## config.mk

```make
export PLATFORM = sky130hd
export DESIGN_NAME = move_select_rx
export DESIGN_NICKNAME = d
export VERILOG_FILES = /design/src/rtl/move_select_rx.sv
export SDC_FILE = /design/constraint.sdc
export NUM_CORES = 1
export LEC_CHECK = 0
export ABC_AREA = 1
export BUFFER_PORTS_ARGS = -buffer_cell sky130_fd_sc_hd__buf_2
export CORE_UTILIZATION = 40
export CTS_CLUSTER_DIAMETER = 200
export DETAILED_ROUTE_END_ITERATION = 8
export HOLD_SLACK_MARGIN = 0.1
export SYNTH_ARGS = -nofsm -noshare
export SYNTH_HDL_FRONTEND = slang
export SYNTH_SLANG_ARGS = --single-unit
```

## constraint.sdc

```tcl
create_clock -name Clk -period 2.71 [get_ports Clk]
set_input_delay 0.271 -clock Clk [delete_from_list [all_inputs] [get_ports Clk]]
set_output_delay 0.271 -clock Clk [all_outputs]
set_load 0.05 [all_outputs]
```

## src/rtl/move_select_rx.sv

```systemverilog
// Receives score flits, scans the nine board cells one per cycle and reports the best free cell.
// Optional macro MOVE_SEL_TIE_LOW_EN: strict '>' replacement so ties go to the lowest index.
module move_select_rx #(
   parameter int FLIT_W = 69,
   parameter int DATA_W = 64
) (
   input  logic              Clk,
   input  logic              reset,
   input  logic [FLIT_W-1:0] flit_in,
   input  logic [8:0]        P1,
   input  logic [8:0]        P2,
   output logic              credit_en,
   output logic [1:0]        credit_out,
   output logic              move_valid,
   input  logic              move_ready,
   output logic [3:0]        move_idx,
   output logic              move_none,
   output logic              busy,
   output logic              overflow
);

   // state | meaning
   // IDLE  | no work, waiting for a flit
   // SCAN  | evaluating cells 0..8, then one cycle to publish the result
   // OUT   | result held on move_idx/move_none until move_ready
   typedef enum logic [1:0] {IDLE, SCAN, OUT} state_t;

   localparam logic signed [6:0] MIN_SCORE = 7'sb100_0000;

   state_t            state;
   logic [62:0]       work_scores;
   logic [DATA_W:0]   pend_flit;
   logic              pend_full;
   logic [8:0]        occ;
   logic [3:0]        scan_idx;
   logic [3:0]        best_idx;
   logic signed [6:0] best_score;
   logic              found;

   logic              flit_v;
   logic              handshake;
   logic              take_pend;
   logic              take_new;
   logic              load_work;
   logic [DATA_W:0]   load_flit;
   logic              load_bp;
   logic              pend_after;
   logic              new_to_pend;
   logic              drop;
   logic signed [6:0] cell_score;
   logic              cand;
   logic              better;
   logic              replace;
   logic              unused_hdr;

   assign unused_hdr  = ^flit_in[FLIT_W-2:DATA_W+1];

   assign flit_v      = flit_in[FLIT_W-1];
   assign handshake   = (state == OUT) && move_valid && move_ready;
   assign take_pend   = pend_full && ((state == IDLE) || handshake);
   assign take_new    = flit_v && (state == IDLE) && !pend_full;
   assign load_work   = take_pend || take_new;
   assign load_flit   = take_pend ? pend_flit : flit_in[DATA_W:0];
   assign load_bp     = load_flit[DATA_W-1];
   assign pend_after  = pend_full && !take_pend;
   assign new_to_pend = flit_v && !take_new && !pend_after;
   assign drop        = flit_v && !take_new && pend_after;

   always_comb begin
      cell_score = '0;
      cand       = 1'b0;
      for (int i = 0; i < 9; i++) begin
         if (scan_idx == 4'(i)) begin
            cell_score = work_scores[7*i +: 7];
            cand       = ~occ[i];
         end
      end
   end

`ifdef MOVE_SEL_TIE_LOW_EN
   assign better = cell_score > best_score;
`else
   assign better = cell_score >= best_score;
`endif
   // the found flag lets the first free cell win even when strict compare is used
   assign replace = cand && (!found || better);

   always_ff @(posedge Clk) begin
      if (reset) begin
         state       <= IDLE;
         work_scores <= '0;
         pend_flit   <= '0;
         pend_full   <= 1'b0;
         occ         <= '0;
         scan_idx    <= '0;
         best_idx    <= '0;
         best_score  <= MIN_SCORE;
         found       <= 1'b0;
         overflow    <= 1'b0;
         credit_en   <= 1'b0;
         credit_out  <= 2'b00;
         move_valid  <= 1'b0;
         move_idx    <= 4'd0;
         move_none   <= 1'b0;
         busy        <= 1'b0;
      end else begin
         credit_en <= load_work;
         pend_full <= pend_after || new_to_pend;
         if (new_to_pend) pend_flit <= flit_in[DATA_W:0];
         if (drop) overflow <= 1'b1;

         if (load_work) begin
            credit_out  <= {1'b1, load_flit[DATA_W]};
            work_scores <= load_flit[62:0];
            occ         <= P1 | P2;
            scan_idx    <= 4'd0;
            best_idx    <= 4'd0;
            best_score  <= MIN_SCORE;
            found       <= 1'b0;
            move_valid  <= 1'b0;
            // backprop flits are credited but never scanned
            if (load_bp) begin
               state <= IDLE;
               busy  <= 1'b0;
            end else begin
               state <= SCAN;
               busy  <= 1'b1;
            end
         end else begin
            case (state)
               SCAN: begin
                  if (scan_idx == 4'd9) begin
                     state      <= OUT;
                     move_valid <= 1'b1;
                     move_idx   <= found ? best_idx : 4'd15;
                     move_none  <= !found;
                  end else begin
                     if (replace) begin
                        best_idx   <= scan_idx;
                        best_score <= cell_score;
                        found      <= 1'b1;
                     end
                     scan_idx <= scan_idx + 4'd1;
                  end
               end
               OUT: begin
                  if (handshake) begin
                     state      <= IDLE;
                     busy       <= 1'b0;
                     move_valid <= 1'b0;
                  end
               end
               default: ;
            endcase
         end
      end
   end

endmodule
```

After elaboration in Yosys (flattened, before gate mapping)
Cells that the tools add are included.

Equal/unequal tests: 15. Add/subtract/negate cells: 1. Magnitude comparators: 1. Reductions and logical operators: 32. Bitwise logic cells: 12. Mux-type cells: 31.

Operators by type and width (count): 65-bit 2-to-1 mux (1); 7-bit 2-to-1 mux (9); 4-bit by 3-bit equality test with 1-bit output (second input constant) (4); 1-bit 2-to-1 mux (15); 3-bit AND reduction (4); 1-bit NOT (11); 1-bit logical AND (10); 9-bit bitwise OR (1); 4-bit by 2-bit equality test with 1-bit output (second input constant) (2); 4-bit equality test (second input constant) (2); 7-bit greater-or-equal comparator (1); 2-bit 2-to-1 mux (3); 3-bit != test (second input constant) (2); 2-bit nonzero test (3); 1-bit zero test (5); 4-bit by 1-bit adder with 4-bit output (second input constant) (1); 4-bit by 1-bit equality test with 1-bit output (second input constant) (1); 4-bit zero test (1); 1-bit logical OR (4); 4-bit 2-to-1 mux (1); 2-bit != test (second input constant) (2); 2-bit case mux with 2 select lines (1); 2-bit AND reduction (2); 3-bit nonzero test (1); other kinds (5) (5).

Word-level logic and storage cells: 108. Output and inout port bits: 11. Flip-flop bits (word level): 167.

Depth between registers and ports, before layout
Gate-level depths: netlist of run 1.

Depth in word-level cells: 14. Depth in mapped cells: 27. Depth with buffers taken out: 26.

Worst setup path before layout of run 1
Ideal clock, no wire load.

Kind: reg2reg. From: reg scan_idx[0]. To: reg best_score[0]. Cell stages (with the launch flop): 27. Data required time: 2.597 ns. Clock period less this slack: 2.748 ns. Library setup time: 0.113 ns. Setup slack: -0.038 ns. Arrival time: 2.635 ns. Cells stage by stage: dfxtp_1 > ha_1 > clkbuf_1 > nor2_1 > nand3_1 > nand3_1 > nand2_1 > nand3_1 > nand2_1 > nand2_1 > nand2_1 > nand2_1 > nand2_1 > inv_1 > ha_1 > nand2_1 > inv_1 > nand3_1 > nor3b_1 > nor3_1 > nand2_1 > nand2_1 > inv_1 > nand2_4 > buf_6 > nor2_1 > nor2_1.

Longest elaborated chain between the ends: 14. Elaborated cells between the ends (all ways): 33.

Ends and longest elaborated chain: start: declaration (line 35) `logic [3:0] scan_idx;`; start signal: assignment (line 143) `scan_idx <= scan_idx + 4'd1;`; 4-bit zero test (line 73) `if (scan_idx == 4'(i)) begin`; 7-bit 2-to-1 mux (8 in series) (line 73); 7-bit 2-to-1 mux * (line 73); net cell_score[4] (line 50) `logic signed [6:0] cell_score;`; 7-bit greater-or-equal comparator * (line 83) `assign better = cell_score >= best_score;`; 1-bit logical OR * (line 86) `assign replace = cand && (!found || better);`; 1-bit logical AND * (line 86); 3-bit AND reduction (no line) *; end signal: assignment (line 140) `best_score <= cell_score;`; end: declaration (line 37) `logic signed [6:0] best_score;`.

The timed path passes the listed nets; every way through them passes the cells marked *. A chain may end at the register's enable or synchronous reset.

Worst setup path after layout of run 1
From: reg scan_idx[0]. To: reg best_score[4].

Same word-level chain as after synthesis.

==> impl_metrics.env, run 1 <==
export IMPL_setup_tns_ps=-559
export IMPL_htreeDepth=4
export IMPL_netlist_area_um2=7500
export IMPL_yosysWarnings=0
export IMPL_timing_worst_setup_path_type="flip-flop to flip-flop"
export IMPL_place_ws_ps=-292
export IMPL_vdd_ir_drop_max_v=0.000416
export IMPL_relSlewSlack_pct=63.2
export IMPL_synth_seq_cells=167
export IMPL_syn_inst=996
export IMPL_seq_area_frac_synth_pct=44.6
export IMPL_clk_latency_ps=440
export IMPL_worst_pin_slew_ps=552
export IMPL_final_area_um2=9650
export IMPL_placed_cell_area_um2=8410
export IMPL_hold_violations=0
export IMPL_crit_slowest_cell="dfxtp_4"
export IMPL_fin_util_pct=53.2
export IMPL_grt_total_usage_pct=22.2
export IMPL_syn2layout_area_growth_pct=28.7
export IMPL_row_count=49
export IMPL_vias=6849
export IMPL_grtUsageMet1_pct=29.8
export IMPL_cts_clk_slew_worst_paths_ps=70
export IMPL_leakage_nw=4.36
export IMPL_cts_root_buf="clkbuf_16"
export IMPL_hpwl_um=13300
export IMPL_setup_viol=11
export IMPL_powerDensity_nw_per_um2=638
export IMPL_drive_above_1_share_pct=24.0
export IMPL_use_met3_pct=4.42
export IMPL_critical_path_max_stage_delay_ps=400
export IMPL_regToRegStartpoint="scan_idx[0]"
export IMPL_syn_num_nets=1097
export IMPL_num_io_pins=101
export IMPL_grt_pass1_vias=6677
export IMPL_cts_buffers=17
export IMPL_setup_ws_ps=-114
export IMPL_cp_arrival_ps=3150
export IMPL_firstDrtPassIters=8
export IMPL_antenna_cells=0
export IMPL_drt_initial_drc_count=418
export IMPL_cts_sinks=167
export IMPL_nets=1247
export IMPL_cts_tree="built"
export IMPL_coreArea_um2=18100
export IMPL_critical_path_cell_chain="inv_6 -> ha_4 -> buf_6 -> nand4_1 -> nand3_2 -> nand2_2 -> nand3_2 -> nand2_1 -> nand2_1 -> a21oi_2 -> nor2_2 -> ha_1 -> a21oi_2 -> o21ai_1 -> nand4_1 -> nand3_1 -> nand2_1 -> nand2_1 -> nand2_2 -> clkinv_4 -> nand2_4 -> inv_2 -> nor2_1 -> nor2_1"
export IMPL_die_area_um2=19300
export IMPL_path_max_fanout=8
export IMPL_fmax_mhz=354
export IMPL_grt_setup_unrepaired="true"
export IMPL_grt_pass1_wl_um=33800
export IMPL_grt_remaining_overflow=0
export IMPL_cts_buffer_depth=2
export IMPL_die_h_um=139
export IMPL_critPathLaunch="scan_idx[0]"
export IMPL_endpoint_kind="flip-flop"
export IMPL_die_w_um=139
export IMPL_initial_core_util_pct=41.3
export IMPL_status="finished, violations left"
export IMPL_worst_clock_skew_ps=15.1
export IMPL_crit_top_cell="nand2_1"
export IMPL_violations="design-rule violations, negative setup slack"
export IMPL_fillCellCount=1758
export IMPL_synth_area_per_cell_um2=7.53
export IMPL_port_buffers=97
export IMPL_min_period_ps=2820
export IMPL_crit_path_start_kind="flip-flop"
export IMPL_grt_max_degree=66
export IMPL_antenna_found_initial=0
export IMPL_ys_types=32
export IMPL_grt_use_met2_pct=35.6
export IMPL_maxCapViolCount=0
export IMPL_drt_wl_total_um=20300
export IMPL_crit_required_ps=3040
export IMPL_top_usage_layer="met2"
export IMPL_crit_buf_inv=4
export IMPL_wl_per_cell_um=14.6
export IMPL_viasPerCell=4.93
export IMPL_drv_slew=0
export IMPL_fin_crit_sh_pct=104
export IMPL_ant_nets=0
export IMPL_path_delay_family="simple AND/OR/NAND/NOR gates"
export IMPL_hp_class="input port to flip-flop"
export IMPL_drc=6
export IMPL_min_from="P1[7]"
export IMPL_place_congestion=0.829
[where the power goes]
part | total, mW | internal [mW] | leakage [nW] | switching [mW]
clock | 2.39 | 1.35 | 0.280 | 1.04
sequential | 2.77 | 2.66 | 1.37 | 0.104
combinational | 0.995 | 0.408 | 2.71 | 0.587
total | 6.15 | 4.42 | 4.36 | 1.73
[sequential cells by signal, summed over array words and instances (netlist names), 2 cells and up]
signal and cells:
best_idx 4, occ 9, scan_idx 4, pend_flit 65
best_score 7, work_scores 63, state 2, credit_out 2
move_idx 4
[worst paths after layout]
kind	to	slack, ps	cells past startpoint
max reg2reg	best_score[4]	-110	24
min	occ[7]	110	3
min reg2reg	occ[0]	460	2
max	best_score[4]	-110	24
[stage by stage]
stage,hold slack (ps),instances,power [mW]
after CTS,100,1386,6.18
after detailed placement,444,1315,3.70
after global placement,446,1315,3.69
after global routing,106,1388,6.46
after floorplan,340,996,3.40
final,110,1388,6.15
[what timing repair did]
| item | 4_1_cts | 5_1_grt |
|---|---|---|
| gates cloned | 2 | 0 |
| setup buffers | 2 | 2 |
| hold endpoints to repair | 33 | 0 |
| pin swaps | 12 | 4 |
| hold buffers | 35 | 0 |
| setup endpoints to repair | 12 | 12 |
| gates resized for setup | 49 | 29 |
[cells by family (layout without fill, tap and decap cells)]
group,after synthesis,after routing,synth area share (%)
XOR/XNOR,1,1,0.117
buffers and inverters,150,311,8.91
AND/OR/NAND/NOR,428,430,23.4
multiplexers,36,36,4.81
adder cells (fa/ha/maj),11,11,1.84
flip-flops,167,167,44.6
AO/OA/AOI/OAI,203,203,16.4
[routing by layer]
metal | up-vias | share of wire, %
met5 | - | 0
met4 | 0 | 1.3
li1 | 3552 | -
met1 | 3123 | 48
met3 | 19 | 5.0
met2 | 155 | 46
[layout make-up]
class	instances	area, µm²	share of cell area (%)
Inverter	93	367	3.80
Tap cell	229	287	2.97
Clock buffer	20	467	4.84
Sequential cell	167	3350	34.8
Multi-Input combinational cell	681	3740	38.7
Timing Repair Buffer	186	1320	13.7
Clock inverter	12	119	1.23
[cell usage in the layout, fill, tap and decap left out, types with 4 or more instances in the layout]
cell             n
a21oi_1         25
nand3_2         12
nand2_2         15
nor2_4           4
inv_1           74
inv_2           13
o21ai_1          8
nor2_1         220
nand2_1        123
nor2_2           8
ha_1             4
nand3_1         29
dlygate4sd3_1   35
buf_4           45
ha_4             6
o21ai_0        134
a21oi_2          5
dfxtp_1        163
buf_6            4
clkbuf_16       17
o32ai_1         15
nand2_4          5
clkinv_4         5
o32ai_2         13
buf_2           97
mux2i_1         36
buf_12           5
inv_6            4
nand4_1          7
[synth_stat cells]
library cell	instances	share of area [%]
nor2_1	227	11
dfxtp_1	167	45
o21ai_0	138	9.2
nand2_1	137	6.9
inv_1	84	4.2
nand3_1	40	2.7
mux2i_1	36	4.8
a21oi_1	29	1.9
buf_2	24	1.6
clkbuf_1	22	1.1
o32ai_1	15	1.8
o32ai_2	13	2.8
ha_1	11	1.8
buf_6	9	1.4
inv_2	8	0.40
nand4_1	7	0.58
o21ai_1	5	0.33
nand2_2	3	0.25
nor2_2	3	0.25
nor3_1	3	0.20
buf_4	2	0.20
nor2_4	2	0.30
o21a_1	2	0.20
a21oi_2	1	0.12
clkinv_1	1	0.050
nand2_4	1	0.15
nand3_2	1	0.13
nand3b_1	1	0.10
nand4_2	1	0.17
nor3_4	1	0.22
nor3b_1	1	0.10
xor2_1	1	0.12
[worst reg2reg max path, cell delays in order (launching register included)]
cell and delay [ps]:
dfxtp_4 400, inv_6 50, ha_4 150, buf_6 130
nand4_1 110, nand3_2 80, nand2_2 70, nand3_2 70
nand2_1 60, nand2_1 60, a21oi_2 150, nor2_2 60
ha_1 330, a21oi_2 120, o21ai_1 70, nand4_1 70
nand3_1 70, nand2_1 70, nand2_1 60, nand2_2 90
clkinv_4 100, nand2_4 120, inv_2 60, nor2_1 110
nor2_1 60
Note: power is estimated with default switching activity, not from simulation.
==> run 2, diff against run 1 <==
--- a/config.mk
+++ b/config.mk
@@ -11,6 +11,7 @@
 export CTS_CLUSTER_DIAMETER = 200
 export DETAILED_ROUTE_END_ITERATION = 8
 export HOLD_SLACK_MARGIN = 0.1
+export MAX_ROUTING_LAYER = met4
 export SYNTH_ARGS = -nofsm -noshare
 export SYNTH_HDL_FRONTEND = slang
 export SYNTH_SLANG_ARGS = --single-unit
==> impl_metrics.env, run 2 (synthesis results as in run 1) <==
export IMPL_htreeDepth=4
export IMPL_place_congestion=0.841
export IMPL_cts_tree="built"
export IMPL_path_max_fanout=8
export IMPL_cts_root_buf="clkbuf_16"
export IMPL_hp_class="input port to flip-flop"
export IMPL_violations="design-rule violations, negative setup slack"
export IMPL_final_cells=1388
export IMPL_clk_latency_ps=440
export IMPL_grt_remaining_overflow=0
export IMPL_status="finished, violations left"
export IMPL_grt_pass1_wl_um=33800
export IMPL_powerDensity_nw_per_um2=639
export IMPL_fillCellCount=1758
export IMPL_multiInputGateArea_um2=3740
export IMPL_die_area_um2=19300
export IMPL_row_count=49
export IMPL_die_h_um=139
export IMPL_mostFrequentLayoutCell="nor2_1"
export IMPL_drive_above_1_share_pct=24.0
export IMPL_timing_worst_setup_path_type="flip-flop to flip-flop"
export IMPL_reg_largest_list="pend_flit (65), work_scores (63), occ (9)"
export IMPL_largest_reg_flops=65
export IMPL_wl_per_cell_um=14.7
export IMPL_crit_required_ps=3040
export IMPL_relSlewSlack_pct=63.0
export IMPL_reg2reg_depth=24
export IMPL_die_w_um=139
export IMPL_initial_core_util_pct=41.3
export IMPL_grt_pass1_vias=6673
export IMPL_port_buffers=97
export IMPL_critical_path_cell_chain="inv_6 -> ha_4 -> buf_6 -> nand4_1 -> nand3_2 -> nand2_2 -> nand3_2 -> nand2_1 -> nand2_1 -> a21oi_2 -> nor2_2 -> ha_1 -> a21oi_2 -> o21ai_1 -> nand4_1 -> nand3_1 -> nand2_1 -> nand2_1 -> nand2_2 -> clkinv_4 -> nand2_4 -> inv_2 -> nor2_1 -> nor2_1"
export IMPL_cts_buffer_depth=2
export IMPL_vias=6877
export IMPL_critical_path_max_stage_delay_ps=400
export IMPL_regArea_um2=3350
export IMPL_leakage_nw=4.36
export IMPL_firstDrtPassIters=7
export IMPL_worst_clock_skew_ps=15.6
export IMPL_cp_arrival_ps=3140
export IMPL_hpwl_um=13300
export IMPL_maxCapViolCount=0
export IMPL_timing_rr_end="best_score[4]"
export IMPL_cts_buffers=17
export IMPL_cts_clk_slew_worst_paths_ps=70
export IMPL_regToRegStartpoint="scan_idx[0]"
export IMPL_nets=1247
export IMPL_setup_viol=11
export IMPL_grt_setup_unrepaired="true"
export IMPL_min_to="occ[7]"
export IMPL_drt_initial_drc_count=400
export IMPL_grt_max_degree=66
export IMPL_fin_util_pct=53.2
export IMPL_vdd_ir_drop_max_v=0.000416
export IMPL_min_period_ps=2810
export IMPL_drt_wl_total_um=20400
export IMPL_crit_slowest_cell="dfxtp_4"
export IMPL_crit_buf_inv=4
export IMPL_coreArea_um2=18100
export IMPL_path_delay_family="simple AND/OR/NAND/NOR gates"
export IMPL_endpoint_kind="flip-flop"
export IMPL_setup_tns_ps=-467
export IMPL_crit_top_cell="nand2_1"
export IMPL_setup_ws_ps=-101
export IMPL_layout_common_cells="nor2_1, dfxtp_1, o21ai_0"
export IMPL_drv_slew=0
export IMPL_max_flop_register="pend_flit"
export IMPL_crit_path_start_kind="flip-flop"
export IMPL_whs_path_depth=3
export IMPL_num_io_pins=101
export IMPL_min_from="P1[7]"
export IMPL_rrSetupSlack_ps=-100
export IMPL_fin_crit_sh_pct=104
export IMPL_post_place_cells=1315
export IMPL_syn2layout_area_growth_pct=28.7
export IMPL_worst_pin_slew_ps=555
export IMPL_hold_violations=0
export IMPL_antenna_cells=0
export IMPL_grt_total_usage_pct=22.9
export IMPL_antenna_found_initial=0
export IMPL_drc=6
export IMPL_viasPerCell=4.95
export IMPL_ant_nets=0
export IMPL_cts_sinks=167
export IMPL_fmax_mhz=356
run 2: how the worst max path moves through the flow:
stage	start	endpoint	slack (ps)	cells past startpoint
finish	scan_idx[0]	best_score[4]	-100	24
global route	scan_idx[0]	best_score[4]	-270	24
CTS	scan_idx[0]	best_score[4]	-20	24
detailed placement	scan_idx[1]	best_score[5]	-290	26
global placement	scan_idx[1]	best_score[6]	-240	26
floorplan	scan_idx[2]	best_score[0]	10	26
run 2: through the flow:
| step | total power [mW] | setup WS (ps) | instance area [µm²] | hold WS, ps |
|---|---|---|---|---|
| 6_report | 6.16 | -101 | 9650 | 109 |
| 3_5_place_dp | 3.70 | -292 | 8410 | 444 |
| 2_1_floorplan | 3.40 | 10.5 | 7500 | 340 |
| 5_1_grt | 6.46 | -270 | 9650 | 105 |
| 3_3_place_gp | 3.69 | -236 | 8410 | 446 |
| 4_1_cts | 6.18 | -17.6 | 9540 | 100 |
run 2: timing repair:
item,4_1_cts,5_1_grt
hold buffers,35,0
hold endpoints to repair,33,0
cloned,2,0
setup endpoints to repair,12,12
gates resized for setup,49,29
buffers inserted,2,2
pin swaps,12,4
run 2: tightest hold or removal path, delay by kind of cell:
| kind | cells | cell delay (ps) |
|---|---|---|
| buffers and inverters | 1 | 70 |
| AO/OA/AOI/OAI | 2 | 180 |
run 2: power by group:
group          switching (mW)  internal [mW]
combinational           0.587          0.408
sequential              0.104           2.66
clock                    1.05           1.35
run 2: final cells by class:
class	count	share of cell area (%)
Clock buffer	20	4.84
Clock inverter	12	1.23
Inverter	93	3.80
Multi-Input combinational cell	681	38.7
Sequential cell	167	34.8
Tap cell	229	2.97
Timing Repair Buffer	186	13.7
run 2: per-layer routing:
| metal | vias up | track usage (%) | part of all wire, % |
|---|---|---|---|
| met2 | 151 | 35.6 | 46 |
| met3 | 17 | 4.32 | 4.5 |
| met1 | 3161 | 29.9 | 49 |
| met5 | - | - | 0 |
| li1 | 3548 | - | - |
| met4 | 0 | 7.66 | 1.2 |
==> run 3, diff against run 2 <==
--- a/config.mk
+++ b/config.mk
@@ -8,10 +8,13 @@
 export ABC_AREA = 1
 export BUFFER_PORTS_ARGS = -buffer_cell sky130_fd_sc_hd__buf_2
 export CORE_UTILIZATION = 40
+export CTS_BUF_LIST = sky130_fd_sc_hd__clkbuf_8 sky130_fd_sc_hd__clkbuf_16
 export CTS_CLUSTER_DIAMETER = 200
 export DETAILED_ROUTE_END_ITERATION = 8
 export HOLD_SLACK_MARGIN = 0.1
 export MAX_ROUTING_LAYER = met4
+export PLACE_DENSITY_LB_ADDON = 0.25
+export SKIP_LAST_GASP = 1
 export SYNTH_ARGS = -nofsm -noshare
 export SYNTH_HDL_FRONTEND = slang
 export SYNTH_SLANG_ARGS = --single-unit
==> impl_metrics.env, run 3 (synthesis results as in run 1) <==
export IMPL_status="finished, violations left"
export IMPL_violations="design-rule violations, negative setup slack"
export IMPL_cts_clk_slew_worst_paths_ps=60
export IMPL_leakage_nw=4.33
export IMPL_viasPerCell=5.01
export IMPL_place_congestion=0.856
export IMPL_final_area_um2=9560
export IMPL_crit_top_cell="nand2_1"
export IMPL_coreArea_um2=18100
export IMPL_relSlewSlack_pct=67.2
export IMPL_fmax_mhz=352
export IMPL_die_area_um2=19300
export IMPL_placed_cell_area_um2=8470
export IMPL_mostFrequentLayoutCell="nor2_1"
export IMPL_drt_initial_drc_count=390
export IMPL_grt_pass1_wl_um=33600
export IMPL_hpwl_um=13300
export IMPL_vias=6867
export IMPL_hold_violations=0
export IMPL_critical_path_max_stage_delay_ps=390
export IMPL_drc=6
export IMPL_min_period_ps=2840
export IMPL_crit_slowest_cell="dfxtp_4"
export IMPL_whs_path_depth=3
export IMPL_drt_wl_total_um=20600
export IMPL_wl_per_cell_um=15.1
export IMPL_cts_root_buf="clkbuf_16"
export IMPL_critical_path_cell_chain="inv_4 -> ha_4 -> buf_12 -> buf_8 -> nand3_1 -> nand3_1 -> nand2_1 -> nand3_1 -> nand2_1 -> nand2_1 -> a21oi_2 -> nor2_1 -> ha_1 -> nand2_2 -> buf_4 -> nor3b_2 -> nor3_1 -> nand2_1 -> nand2_2 -> clkinv_4 -> buf_6 -> nand3_2 -> nand2_1 -> nor2_1"
export IMPL_row_count=49
export IMPL_num_io_pins=101
export IMPL_drv_slew=0
export IMPL_grt_setup_unrepaired="true"
export IMPL_timing_worst_setup_path_type="flip-flop to flip-flop"
export IMPL_firstDrtPassIters=9
export IMPL_max_flop_register="pend_flit"
export IMPL_crit_required_ps=3030
export IMPL_vdd_ir_drop_max_v=0.000388
export IMPL_port_buffers=97
export IMPL_die_h_um=139
export IMPL_grt_total_usage_pct=22.6
export IMPL_grt_max_degree=66
export IMPL_grt_remaining_overflow=0
export IMPL_layout_common_cells="nor2_1, dfxtp_1, o21ai_0"
export IMPL_nets=1230
export IMPL_cp_arrival_ps=3160
export IMPL_die_w_um=139
export IMPL_htreeDepth=4
export IMPL_reg_largest_list="pend_flit (65), work_scores (63), occ (9)"
export IMPL_antenna_cells=0
export IMPL_fin_hold_ws_ps=112
export IMPL_grt_pass1_vias=6627
export IMPL_setup_viol=12
export IMPL_syn2layout_area_growth_pct=27.5
export IMPL_maxCapViolCount=0
export IMPL_cts_tree="built"
export IMPL_endpoint_kind="flip-flop"
export IMPL_fin_util_pct=52.7
export IMPL_cts_buffers=17
export IMPL_antenna_found_initial=0
export IMPL_clk_latency_ps=420
export IMPL_worst_pin_slew_ps=491
export IMPL_crit_path_start_kind="flip-flop"
export IMPL_worst_clock_skew_ps=8.34
export IMPL_cts_sinks=167
export IMPL_fin_crit_sh_pct=105
export IMPL_ant_nets=0
export IMPL_initial_core_util_pct=41.3
export IMPL_reg2reg_depth=24
export IMPL_drive_above_1_share_pct=25.9
export IMPL_setup_ws_ps=-133
export IMPL_largest_reg_flops=65
export IMPL_cts_buffer_depth=2
export IMPL_hp_class="input port to flip-flop"
export IMPL_path_max_fanout=6
export IMPL_powerDensity_nw_per_um2=642
[run 3: cell count changes in the layout (fill, tap and decap cells not counted), moves of 3 or more]
cell,before,now
inv_4,3,6
clkinv_2,1,4
inv_6,4,1
nand2_1,123,119
a21oi_1,25,22
nand2_2,15,19
dlygate4sd3_1,35,9
a21oi_2,5,8
buf_12,5,8
buf_4,45,48
[run 3: per-layer routing]
layer | vias to the layer above | GRT usage [%] | share of wire [%]
li1 | 3510 | - | -
met1 | 3199 | 28.2 | 47
met2 | 136 | 36.7 | 47
met3 | 22 | 4.42 | 4.2
met4 | 0 | 7.02 | 1.5
met5 | - | - | 0
[run 3: final timing paths]
check                                   start  slack [ps]            end
worst max-delay path              scan_idx[1]        -130  best_score[4]
worst max register to register    scan_idx[1]        -130  best_score[4]
worst min register to register  credit_out[1]         460  credit_out[1]
worst min-delay path              flit_in[16]         110  pend_flit[16]
[run 3: what timing repair did]
item	4_1_cts	5_1_grt
gates cloned	2	0
hold endpoints to repair	5	0
setup endpoints to repair	12	12
resized for setup	50	46
pin swaps	36	30
hold buffers	9	0
setup buffers	9	1
[run 3: metrics by stage]
stage                     TNS [ps]  total power, mW  worst slack (ps)  std cells
after floorplan                  0             3.40              10.5        996
final                        -1060             6.14              -133       1370
after global routing         -3570             6.43              -349       1370
after global placement       -2590             3.70              -246       1318
after detailed placement     -3120             3.71              -297       1318
after CTS                     -958             6.12              -111       1369
[run 3: area by class of cell]
class	count	area (µm²)
Tap cell	229	287
Sequential cell	167	3350
Clock buffer	20	467
Multi-Input combinational cell	681	3810
Timing Repair Buffer	169	1180
Inverter	93	369
Fill cell	1706	8590
Clock inverter	11	100
[run 3: critical path: cells and delay by family (launching register included)]
family | cells | cell delay [ps]
flip-flops | 1 | 390
AO/OA/AOI/OAI | 1 | 150
buffers and inverters | 6 | 670
AND/OR/NAND/NOR | 15 | 1050
adder cells (fa/ha/maj) | 2 | 460
[run 3: power breakdown]
group	total, mW	leakage (nW)	internal (mW)	switching (mW)
combinational	1.03	2.68	0.417	0.609
clock	2.34	0.278	1.33	1.01
sequential	2.77	1.37	2.66	0.105
total	6.14	4.33	4.41	1.72
